--- src/rtl/seg7_pkg.sv ---
// Shared definitions for the seven-segment capture path.
// Holds the active-high glyph encodings (bit 6..0 = a..g), the blank pattern,
// record field widths and the capture FSM state type.
package seg7_pkg;

   localparam int unsigned SEG_W   = 7;
   localparam int unsigned DIGIT_W = 4;
   localparam int unsigned PAIR_W  = 2 * SEG_W;

   localparam logic [SEG_W-1:0] SEG_BLANK = 7'h00;

   localparam logic [SEG_W-1:0] SEG_0 = 7'h7E;
   localparam logic [SEG_W-1:0] SEG_1 = 7'h30;
   localparam logic [SEG_W-1:0] SEG_2 = 7'h6D;
   localparam logic [SEG_W-1:0] SEG_3 = 7'h79;
   localparam logic [SEG_W-1:0] SEG_4 = 7'h33;
   localparam logic [SEG_W-1:0] SEG_5 = 7'h5B;
   localparam logic [SEG_W-1:0] SEG_6 = 7'h5F;
   localparam logic [SEG_W-1:0] SEG_7 = 7'h70;
   localparam logic [SEG_W-1:0] SEG_8 = 7'h7F;
   localparam logic [SEG_W-1:0] SEG_9 = 7'h7B;
   localparam logic [SEG_W-1:0] SEG_A = 7'h77;
   localparam logic [SEG_W-1:0] SEG_B = 7'h1F;
   localparam logic [SEG_W-1:0] SEG_C = 7'h4E;
   localparam logic [SEG_W-1:0] SEG_D = 7'h3D;
   localparam logic [SEG_W-1:0] SEG_E = 7'h4F;
   localparam logic [SEG_W-1:0] SEG_F = 7'h47;

   typedef enum logic {
      StIdle = 1'b0,
      StFull = 1'b1
   } cap_state_e;

endpackage

--- src/rtl/seg7_to_hex.sv ---
// Combinational seven-segment glyph decoder.
//   seg_i   : active-high segment pattern, bit 6..0 = a..g
//   digit_o : decoded hex value, 0 when blank or unrecognised
//   blank_o : pattern was all segments off
//   error_o : pattern is neither blank nor a legal hex glyph
module seg7_to_hex
   import seg7_pkg::*;
(
   input  logic [SEG_W-1:0]   seg_i,
   output logic [DIGIT_W-1:0] digit_o,
   output logic               blank_o,
   output logic               error_o
);

   always_comb begin
      digit_o = '0;
      blank_o = 1'b0;
      error_o = 1'b0;
      case (seg_i)
         SEG_BLANK: blank_o = 1'b1;
         SEG_0:     digit_o = 4'h0;
         SEG_1:     digit_o = 4'h1;
         SEG_2:     digit_o = 4'h2;
         SEG_3:     digit_o = 4'h3;
         SEG_4:     digit_o = 4'h4;
         SEG_5:     digit_o = 4'h5;
         SEG_6:     digit_o = 4'h6;
         SEG_7:     digit_o = 4'h7;
         SEG_8:     digit_o = 4'h8;
         SEG_9:     digit_o = 4'h9;
         SEG_A:     digit_o = 4'hA;
         SEG_B:     digit_o = 4'hB;
         SEG_C:     digit_o = 4'hC;
         SEG_D:     digit_o = 4'hD;
         SEG_E:     digit_o = 4'hE;
         SEG_F:     digit_o = 4'hF;
         default:   error_o = 1'b1;
      endcase
   end

endmodule

--- src/rtl/seven_seg_capture.sv ---
// Seven-segment loop-back capture.
// Samples a left/right segment pair, waits for it to hold steady for
// STABLE_CYCLES clocks, decodes both glyphs and offers the record on a
// valid/ready handshake. Each distinct steady pair is reported once.
//   clock, reset     : clock and asynchronous active-low reset
//   Enable           : capture active; low holds the stability counter at 0
//   Seg_L, Seg_R     : active-high segment buses (bit 6..0 = a..g)
//   Ready / Valid    : record handshake
//   Digit_*, Blank_* : decoded digits and blank flags
//   Error            : at least one pattern was not a legal glyph
//   Overrun          : a capture was dropped while this record waited
module seven_seg_capture
   import seg7_pkg::*;
#(
   parameter int unsigned STABLE_CYCLES = 4
) (
   input  logic               clock,
   input  logic               reset,
   input  logic               Enable,
   input  logic [SEG_W-1:0]   Seg_L,
   input  logic [SEG_W-1:0]   Seg_R,
   input  logic               Ready,
   output logic               Valid,
   output logic [DIGIT_W-1:0] Digit_L,
   output logic [DIGIT_W-1:0] Digit_R,
   output logic               Blank_L,
   output logic               Blank_R,
   output logic               Error,
   output logic               Overrun
);

   localparam int unsigned      CNT_W   = $clog2(STABLE_CYCLES + 1);
   localparam logic [CNT_W-1:0] CNT_MAX = CNT_W'(STABLE_CYCLES);
   localparam logic [CNT_W-1:0] CNT_HIT = CNT_W'(STABLE_CYCLES - 1);

   logic [PAIR_W-1:0]  pair_in;
   logic [PAIR_W-1:0]  samp_q, samp_d;
   logic [CNT_W-1:0]   cnt_q, cnt_d;
   logic [PAIR_W-1:0]  last_q, last_d;
   logic               have_last_q, have_last_d;
   cap_state_e         state_q, state_d;
   logic [DIGIT_W-1:0] digit_l_q, digit_l_d, digit_r_q, digit_r_d;
   logic               blank_l_q, blank_l_d, blank_r_q, blank_r_d;
   logic               error_q, error_d, overrun_q, overrun_d;

   logic [DIGIT_W-1:0] dec_digit_l, dec_digit_r;
   logic               dec_blank_l, dec_blank_r, dec_err_l, dec_err_r;
   logic               same, capture, handshake;

   assign pair_in = {Seg_L, Seg_R};

   // Decode the registered sample so outputs never see raw inputs.
   seg7_to_hex u_dec_l (
      .seg_i   (samp_q[PAIR_W-1:SEG_W]),
      .digit_o (dec_digit_l),
      .blank_o (dec_blank_l),
      .error_o (dec_err_l)
   );

   seg7_to_hex u_dec_r (
      .seg_i   (samp_q[SEG_W-1:0]),
      .digit_o (dec_digit_r),
      .blank_o (dec_blank_r),
      .error_o (dec_err_r)
   );

   always_comb begin
      samp_d      = pair_in;
      cnt_d       = cnt_q;
      last_d      = last_q;
      have_last_d = have_last_q;
      state_d     = state_q;
      digit_l_d   = digit_l_q;
      digit_r_d   = digit_r_q;
      blank_l_d   = blank_l_q;
      blank_r_d   = blank_r_q;
      error_d     = error_q;
      overrun_d   = overrun_q;

      same      = (pair_in == samp_q);
      handshake = (state_q == StFull) && Ready;
      // cnt_q == STABLE_CYCLES-1 means this edge is the STABLE_CYCLES-th
      // consecutive edge on which the pair has matched the sample.
      capture   = Enable && same && (cnt_q == CNT_HIT) &&
                  (!have_last_q || (samp_q != last_q));

      if (!Enable || !same) begin
         cnt_d = '0;
      end else if (cnt_q != CNT_MAX) begin
         cnt_d = cnt_q + CNT_W'(1);
      end

      // The pair counts as reported even when it is dropped as an overrun.
      if (capture) begin
         last_d      = samp_q;
         have_last_d = 1'b1;
      end

      case (state_q)
         StIdle: begin
            if (capture) begin
               state_d   = StFull;
               digit_l_d = dec_digit_l;
               digit_r_d = dec_digit_r;
               blank_l_d = dec_blank_l;
               blank_r_d = dec_blank_r;
               error_d   = dec_err_l | dec_err_r;
               overrun_d = 1'b0;
            end
         end
         StFull: begin
            if (handshake) begin
               overrun_d = 1'b0;
               if (capture) begin
                  digit_l_d = dec_digit_l;
                  digit_r_d = dec_digit_r;
                  blank_l_d = dec_blank_l;
                  blank_r_d = dec_blank_r;
                  error_d   = dec_err_l | dec_err_r;
               end else begin
                  state_d = StIdle;
               end
            end else if (capture) begin
               overrun_d = 1'b1;
            end
         end
         default: state_d = StIdle;
      endcase
   end

   always_ff @(posedge clock or negedge reset) begin
      if (!reset) begin
         samp_q      <= '0;
         cnt_q       <= '0;
         last_q      <= '0;
         have_last_q <= 1'b0;
         state_q     <= StIdle;
         digit_l_q   <= '0;
         digit_r_q   <= '0;
         blank_l_q   <= 1'b0;
         blank_r_q   <= 1'b0;
         error_q     <= 1'b0;
         overrun_q   <= 1'b0;
      end else begin
         samp_q      <= samp_d;
         cnt_q       <= cnt_d;
         last_q      <= last_d;
         have_last_q <= have_last_d;
         state_q     <= state_d;
         digit_l_q   <= digit_l_d;
         digit_r_q   <= digit_r_d;
         blank_l_q   <= blank_l_d;
         blank_r_q   <= blank_r_d;
         error_q     <= error_d;
         overrun_q   <= overrun_d;
      end
   end

   assign Valid   = (state_q == StFull);
   assign Digit_L = digit_l_q;
   assign Digit_R = digit_r_q;
   assign Blank_L = blank_l_q;
   assign Blank_R = blank_r_q;
   assign Error   = error_q;
   assign Overrun = overrun_q;

endmodule

--- config.mk ---
export PLATFORM = sky130hd
export DESIGN_NAME = seven_seg_capture
export DESIGN_NICKNAME = d
export VERILOG_FILES = /design/src/rtl/seg7_pkg.sv /design/src/rtl/seg7_to_hex.sv /design/src/rtl/seven_seg_capture.sv
export SDC_FILE = /design/constraint.sdc
export NUM_CORES = 1
export LEC_CHECK = 0
export CELL_PAD_IN_SITES_DETAIL_PLACEMENT = 1
export CELL_PAD_IN_SITES_GLOBAL_PLACEMENT = 2
export CORE_MARGIN = 10
export CORE_UTILIZATION = 34
export DETAILED_ROUTE_END_ITERATION = 7
export GPL_ROUTABILITY_DRIVEN = 0
export PLACE_DENSITY = 0.74
export REMOVE_ABC_BUFFERS = 1
export SYNTH_ARGS = -nofsm -noshare
export SYNTH_HDL_FRONTEND = slang
export SYNTH_HIERARCHICAL = 1
export SYNTH_SLANG_ARGS = --single-unit
--- constraint.sdc ---
create_clock -name clock -period 2.2 [get_ports clock]
set_clock_uncertainty 0.15 [all_clocks]
set_input_delay 0.44 -clock clock [delete_from_list [all_inputs] [get_ports clock]]
set_output_delay 0.44 -clock clock [all_outputs]
set_load 0.01 [all_outputs]
Word-level counts from Yosys, hierarchy flattened --
Cells that the tools add are included. Widths: inputs -> output; s select.
Storage, ports and cells: register bits after elaboration 45, bits of input ports 18, output and inout port bits 13, word-level logic and storage cells 98
Operators by class: add/subtract/negate cells 1, equal/unequal tests 39, muxes and demuxes 30, bitwise logic cells 2, reduce and logical (&&, ||, !) cells 15
Operators by type and width (number):
- $eq 7x7->1 const B | 24
- $pmux 4 s15 | 2
- $eq 7x6->1 const B | 6
- $reduce_or 17->1 | 2
- $mux 4 | 4
- $pmux 4 s2 | 2
- $mux 1 | 15
- $eq 14x14->1 | 1
- $eq 7x5->1 const B | 2
- $logic_not 7->1 | 2
- $ne 14x14->1 | 1
- $pmux 1 s2 | 5
- $mux 3 | 2
- $logic_and 1x1->1 | 4
- $add 3x1->3 const B | 1
- $eq 3x2->1 const B | 1
- $logic_not 1->1 | 3
- $ne 3x1->1 const B | 1
- $ne 3x3->1 const B | 1
- $logic_or 1x1->1 | 2
- $ne 2x1->1 const B | 1
- $ne 2x2->1 const B | 1
- $reduce_and 2->1 | 1
- $reduce_bool 2->1 | 1
- other kinds (2) | 2

Logic depth before layout (Yosys ltp) --
depth in word-level cells 7, mapped depth 7, gate-level depth less buffers 6

Modules after synthesis --
Netlist, hierarchy kept.
By module, submodules not included:
- seven_seg_capture | instances 1, cells each 135, area an instance 1934.4 µm², sequential area each 1126.1 µm²
- seg7_to_hex | instances 2, cells each 59, area an instance 426.7 µm², sequential area each 0.0 µm²

Worst setup path after synthesis --
OpenSTA, ideal clock, no wires.
path kind register to register, start reg samp_q[3], end reg blank_l_q (netlist: Blank_L), library setup time 0.125 ns, arrival time 1.996 ns, data required time 1.925 ns, slack -0.070 ns, cell stages (with the launch flop) 7, buffers on the path 1, period minus slack after synthesis 2.270 ns, path through dfrtp_1 xnor2_1 nand4_1 or4_4 nor3_4 buf_6 mux2_2
Between the ends: longest elaborated chain between the ends 7, elaborated cells between the ends (all ways) 9, classes of those cells 2 x eq/ne; 3 x mux; 4 x reduce/logical
RTL lines:
- start, declared | RTL line seven_seg_capture.sv:37 | logic [PAIR_W-1:0] samp_q, samp_d;
- start signal, assigned | RTL line seven_seg_capture.sv:145 | samp_q <= samp_d;
- $eq 14x14->1 | RTL line seven_seg_capture.sv:80 | same = (pair_in == samp_q);
- $logic_and 1x1->1 (2 in series) | RTL line seven_seg_capture.sv:84 | capture = Enable && same && (cnt_q == CNT_HIT) &&
- $logic_and 1x1->1 (*) | RTL line seven_seg_capture.sv:84
- $mux 1 (*)
- $mux 1
- $pmux 1 s2 (*)
- end signal, assigned | RTL line seven_seg_capture.sv:152 | blank_l_q <= blank_l_d;
- end, declared | RTL line seven_seg_capture.sv:43 | logic blank_l_q, blank_l_d, blank_r_q, blank_r_d;
Mark *: on every way between the ends. The rest lies on a longest branch, timed or not. The select of a mux whose other input is x is not followed. A chain may end at the register's enable or synchronous reset.

Worst setup path after layout --
start reg samp_q[4], end reg digit_r_q[2] (netlist: Digit_R[2])
Between the ends: longest elaborated chain between the ends 7, elaborated cells between the ends (all ways) 25, classes of those cells 17 x eq/ne; 4 x mux; 4 x reduce/logical
RTL lines:
- branches (longest 4 deep; another with $pmux 4 s15)
- $mux 4 (*) | RTL line seven_seg_capture.sv:101, seven_seg_capture.sv:114
- $mux 4 | RTL line seven_seg_capture.sv:112 | if (handshake) begin
- $pmux 4 s2 (*) | RTL line seven_seg_capture.sv:99 | case (state_q)
- end signal, assigned | RTL line seven_seg_capture.sv:151 | digit_r_q <= digit_r_d;
- end, declared | RTL line seven_seg_capture.sv:42 | logic [DIGIT_W-1:0] digit_l_q, digit_l_d, digit_r_q, digit_r_d;
Every way passes the cells marked *. The select of a mux whose other input is x is not followed.

==> summary.md <==
The run finished, with violations left. The checks that failed: negative setup slack. For this run, the number of Yosys warnings is 6. The worst setup path is launched from a flip-flop.

The synthesized design contains 0 enable-type register cells. The synthesized-area fraction occupied by adder cells was 1.346%; the part of the total power dissipated in sequential elements was 48.5%. Across the run, the number of max-cap violations was 0. The floorplan step defined a die boundary enclosing 12220 sq um. TritonCTS built the clock tree. The design draws 1.754 mW. Combinational family with the most area after synthesis: simple AND/OR/NAND/NOR gates. CTS placed an instance of sky130_fd_sc_hd__clkbuf_8 at the clock tree root. Number of global-route vias before repair: 2295.

The layout overhead on the synthesized area came out at 31.69%. For this block, the via count after detailed routing is 2200. The startpoint identified for the worst register-to-register timing path is samp_q[4].

Path class of the lowest-slack min-delay path: primary input to flip-flop. The run gives -0.2330 ns as the setup slack of the critical path after layout. The synthesized netlist devotes 13.38% of its cell area to compound gates.

The critical path is of the flip-flop to flip-flop type. In this run, CTS created clock tree buffers numbering 5. For this run, the leading register cell type out of synthesis is sky130_fd_sc_hd__dfrtp_1. The number of synthesized register bits is 45, and the share of the clock period used by the worst path is 110.6%. The synthesized netlist devotes 9.740% of its cell area to XOR and XNOR gates. For the worst-skew pair, the clock arrives at the later sink with an insertion delay of 0.30 ns. For the max-slew violation count, the log shows 0. The maximum frequency from static timing analysis was 411.0 MHz; the top-level I/O count was 31. Setup repair after global routing could not meet its margin everywhere.

The logs give 50 for the number of distinct library cells after synthesis and 46 for the maximum number of pins on one net before global-route repair. The switching share of power was 25.62%; the worst relative slew slack was 65.87%. After floorplanning, the core was sized to cover 7848 sq um. The sequential fraction of the synthesis area came out at 40.39%. Synthesized area divided by synthesized cell count: 11.02 sq um. In this run the most critical hold path is launched from Seg_R[1].

The cell count after synthesis is 253. The detailed placement HPWL is 4984 um, and the number of nets still failing antenna checks after routing is 0. After detailed routing, the number of vias per cell comes to 5.276.

The clock network accounts for 36.0% of the total power. After clock tree synthesis, the clock-pin slew on the worst setup and hold paths is 0.09 ns. The share of post-route cells with drive strength above 1 came out at 30.48%. STA puts the critical path data arrival time at 2.46 ns. Hold is met by 0.2499 ns.

The routed design has 7288 um of wire. Before antenna repair, the detailed router went through 4 iterations. The tools report the effective utilization at floorplan as 35.52%. The horizontal extent of the die came out at 110.6 um. The initial DRC count was 56; the internal power consumption was 1.305 mW. The run gives 0 as the number of hold violations in the final report. The first global-routing pass estimated 12230 um of wire.

The power dissipated by switching net loads was 0.4493 mW; the share of flip-flops with an asynchronous set or reset was 100.0%. The aggregate global routing overflow is 0, and the remaining design rule violation count is 0. In this run the static leakage power is 1.510 nW. Areal power density over the cells: 477.8 nW/um^2.

0 antenna diodes ended up in the layout. Multiplexer cells account for 10.05% of the synthesized area. The run gives 2788 sq um as the cell area after synthesis. The critical register-to-register path endpoint is Digit_R[2]. The logs give 0 for the initial antenna violation count and 2 for the level count of the clock H-tree.

The number of sinks on the clock net was 45; the worst vdd rail ir drop was 0.2671 mV. For the pin with the worst max-slew slack, the measured transition is 0.5103 ns. The element type at the critical path end was a flip-flop. The run gives 2.23 ns as the data required time of the critical path.

The combinational power share is 15.5%, and the number of nets in the layout is 335. The number of buffer cells added on primary ports is 30. The number of buffers between clock root and the deepest sink was 2. The core utilization of the finished layout is 46.78%, and the area fraction in and, or, nand and nor cells after synthesis is 19.21%.

In this run the worst path has a maximum fanout of 6. For hold timing, the worst endpoint is samp_q[1]. The reg2reg setup slack was -0.23 ns; the number of standard-cell rows in the floorplan was 32. The routed design could run at a clock period as short as 2.433 ns. The die is 110.6 um tall.

Setup violations remaining at the end of the flow were counted as 26. Worst hold path stage count: 1. After detailed routing, the average wire length per cell comes to 17.48 um.

The cell depth of the worst flop-to-flop path works out to 8. Global routing used 11.80% of the available tracks across all layers.
[sequential cells by signal, summed over array words and instances (netlist names)]
name / flops
last_q: 14
samp_q: 14
Digit_L: 4
Digit_R: 4
cnt_q: 3
Blank_L: 1
Blank_R: 1
Error: 1
Overrun: 1
Valid: 1
have_last_q: 1
[timing repair]
item | 4_1_cts | 5_1_grt
gates cloned | 2 | 0
pin swaps | 14 | 7
buffers inserted | 5 | 3
resized for setup | 35 | 9
endpoints found under the hold margin | 45 | 0
hold buffers | 1 | 0
endpoints found under the setup margin | 27 | 27
[worst max-delay path, stage by stage (launching register included)]
cell and delay, ns:
sky130_fd_sc_hd__dfrtp_1 0.41, sky130_fd_sc_hd__xnor2_1 0.18, sky130_fd_sc_hd__nand4_1 0.17, sky130_fd_sc_hd__or4_4 0.56, sky130_fd_sc_hd__buf_6 0.14, sky130_fd_sc_hd__nor3_4 0.12, sky130_fd_sc_hd__buf_6 0.15, sky130_fd_sc_hd__buf_12 0.13
sky130_fd_sc_hd__mux2_4 0.30
[layout make-up]
cell class,count,area (sq um)
fill,883,4177
multi-input combinational,187,1609
sequential,45,1126
timing repair buffer,70,678.2
tap,102,127.6
clock buffer,6,72.57
clock inverter,2,38.79
inverter,5,18.77
[cell usage after synthesis, drive strengths merged, types with 5 or more instances]
cell type	instances	area (sq um)
buf	14	117.6
dfrtp	45	1126
a21oi	6	30.03
inv	5	18.77
nand3	11	55.05
nand2	16	60.06
nand4b	6	52.55
o21ai	6	30.03
xnor2	31	271.5
nand4	6	37.54
nor2	11	48.80
mux2	24	270.3
[how the worst max path moves through the flow]
| stage | cells after the start | end | slack (ns) | start |
|---|---|---|---|---|
| 2_1_floorplan | 5 | Blank_L | -0.31 | samp_q[13] |
| 3_3_place_gp | 7 | Digit_R[2] | -0.65 | Seg_L[6] |
| 3_5_place_dp | 7 | Digit_L[1] | -0.69 | Seg_R[6] |
| 4_1_cts | 8 | Blank_R | -0.24 | samp_q[6] |
| 5_1_grt | 8 | Blank_R | -0.30 | samp_q[4] |
| 6_report | 8 | Digit_R[2] | -0.23 | samp_q[4] |
[routing by layer]
| layer | share of wire, % | up-vias | GRT usage [%] |
|---|---|---|---|
| li1 | - | 1052 | - |
| met5 | 0 | - | 0 |
| met1 | 47 | 1115 | 15.32 |
| met2 | 48 | 28 | 19.05 |
| met3 | 3.1 | 5 | 2.755 |
| met4 | 0.99 | 0 | 3.109 |
[cell families after synthesis]
| kind of cell | after synthesis |
|---|---|
| flops | 45 |
| buf+inv | 21 |
| compound gates | 42 |
| simple gates | 86 |
| fa+ha+maj | 3 |
| mux | 25 |
| xor+xnor | 31 |
[metrics by stage]
| step | setup TNS (ns) | instance area [sq um] | setup WS [ns] | instances |
|---|---|---|---|---|
| 3_3_place_gp | -16.69 | 3321 | -0.6536 | 398 |
| 2_1_floorplan | -6.052 | 2643 | -0.3119 | 237 |
| 5_1_grt | -7.008 | 3671 | -0.3046 | 417 |
| 6_report | -4.800 | 3671 | -0.2330 | 417 |
| 4_1_cts | -5.433 | 3601 | -0.2388 | 414 |
| 3_5_place_dp | -17.56 | 3321 | -0.6888 | 398 |
[cells in the final DEF, fill, tap and decap left out, types with 6 or more instances in the layout]
cell type,count
sky130_fd_sc_hd__mux2_2,13
sky130_fd_sc_hd__buf_6,6
sky130_fd_sc_hd__nand4_1,6
sky130_fd_sc_hd__mux2_4,11
sky130_fd_sc_hd__xnor2_1,23
sky130_fd_sc_hd__o21ai_0,6
sky130_fd_sc_hd__buf_4,28
sky130_fd_sc_hd__clkdlybuf4s50_1,15
sky130_fd_sc_hd__xnor2_2,8
sky130_fd_sc_hd__nand4b_1,6
sky130_fd_sc_hd__dfrtp_1,45
sky130_fd_sc_hd__a21oi_1,6
sky130_fd_sc_hd__nand2_1,16
sky130_fd_sc_hd__nand3_1,10
sky130_fd_sc_hd__nor2_1,10
sky130_fd_sc_hd__dlygate4sd2_1,14
[power by group through the flow]
stage / Sequential [mW] / Combinational [mW] / Clock, mW
CTS: 0.850 / 0.263 / 0.655
finish: 0.851 / 0.272 / 0.631
floorplan: 0.902 / 0.0984 / 0
global route: 0.853 / 0.298 / 0.688
global placement: 0.866 / 0.264 / 0
detailed placement: 0.867 / 0.265 / 0
Note: power is estimated with default switching activity, not from simulation.
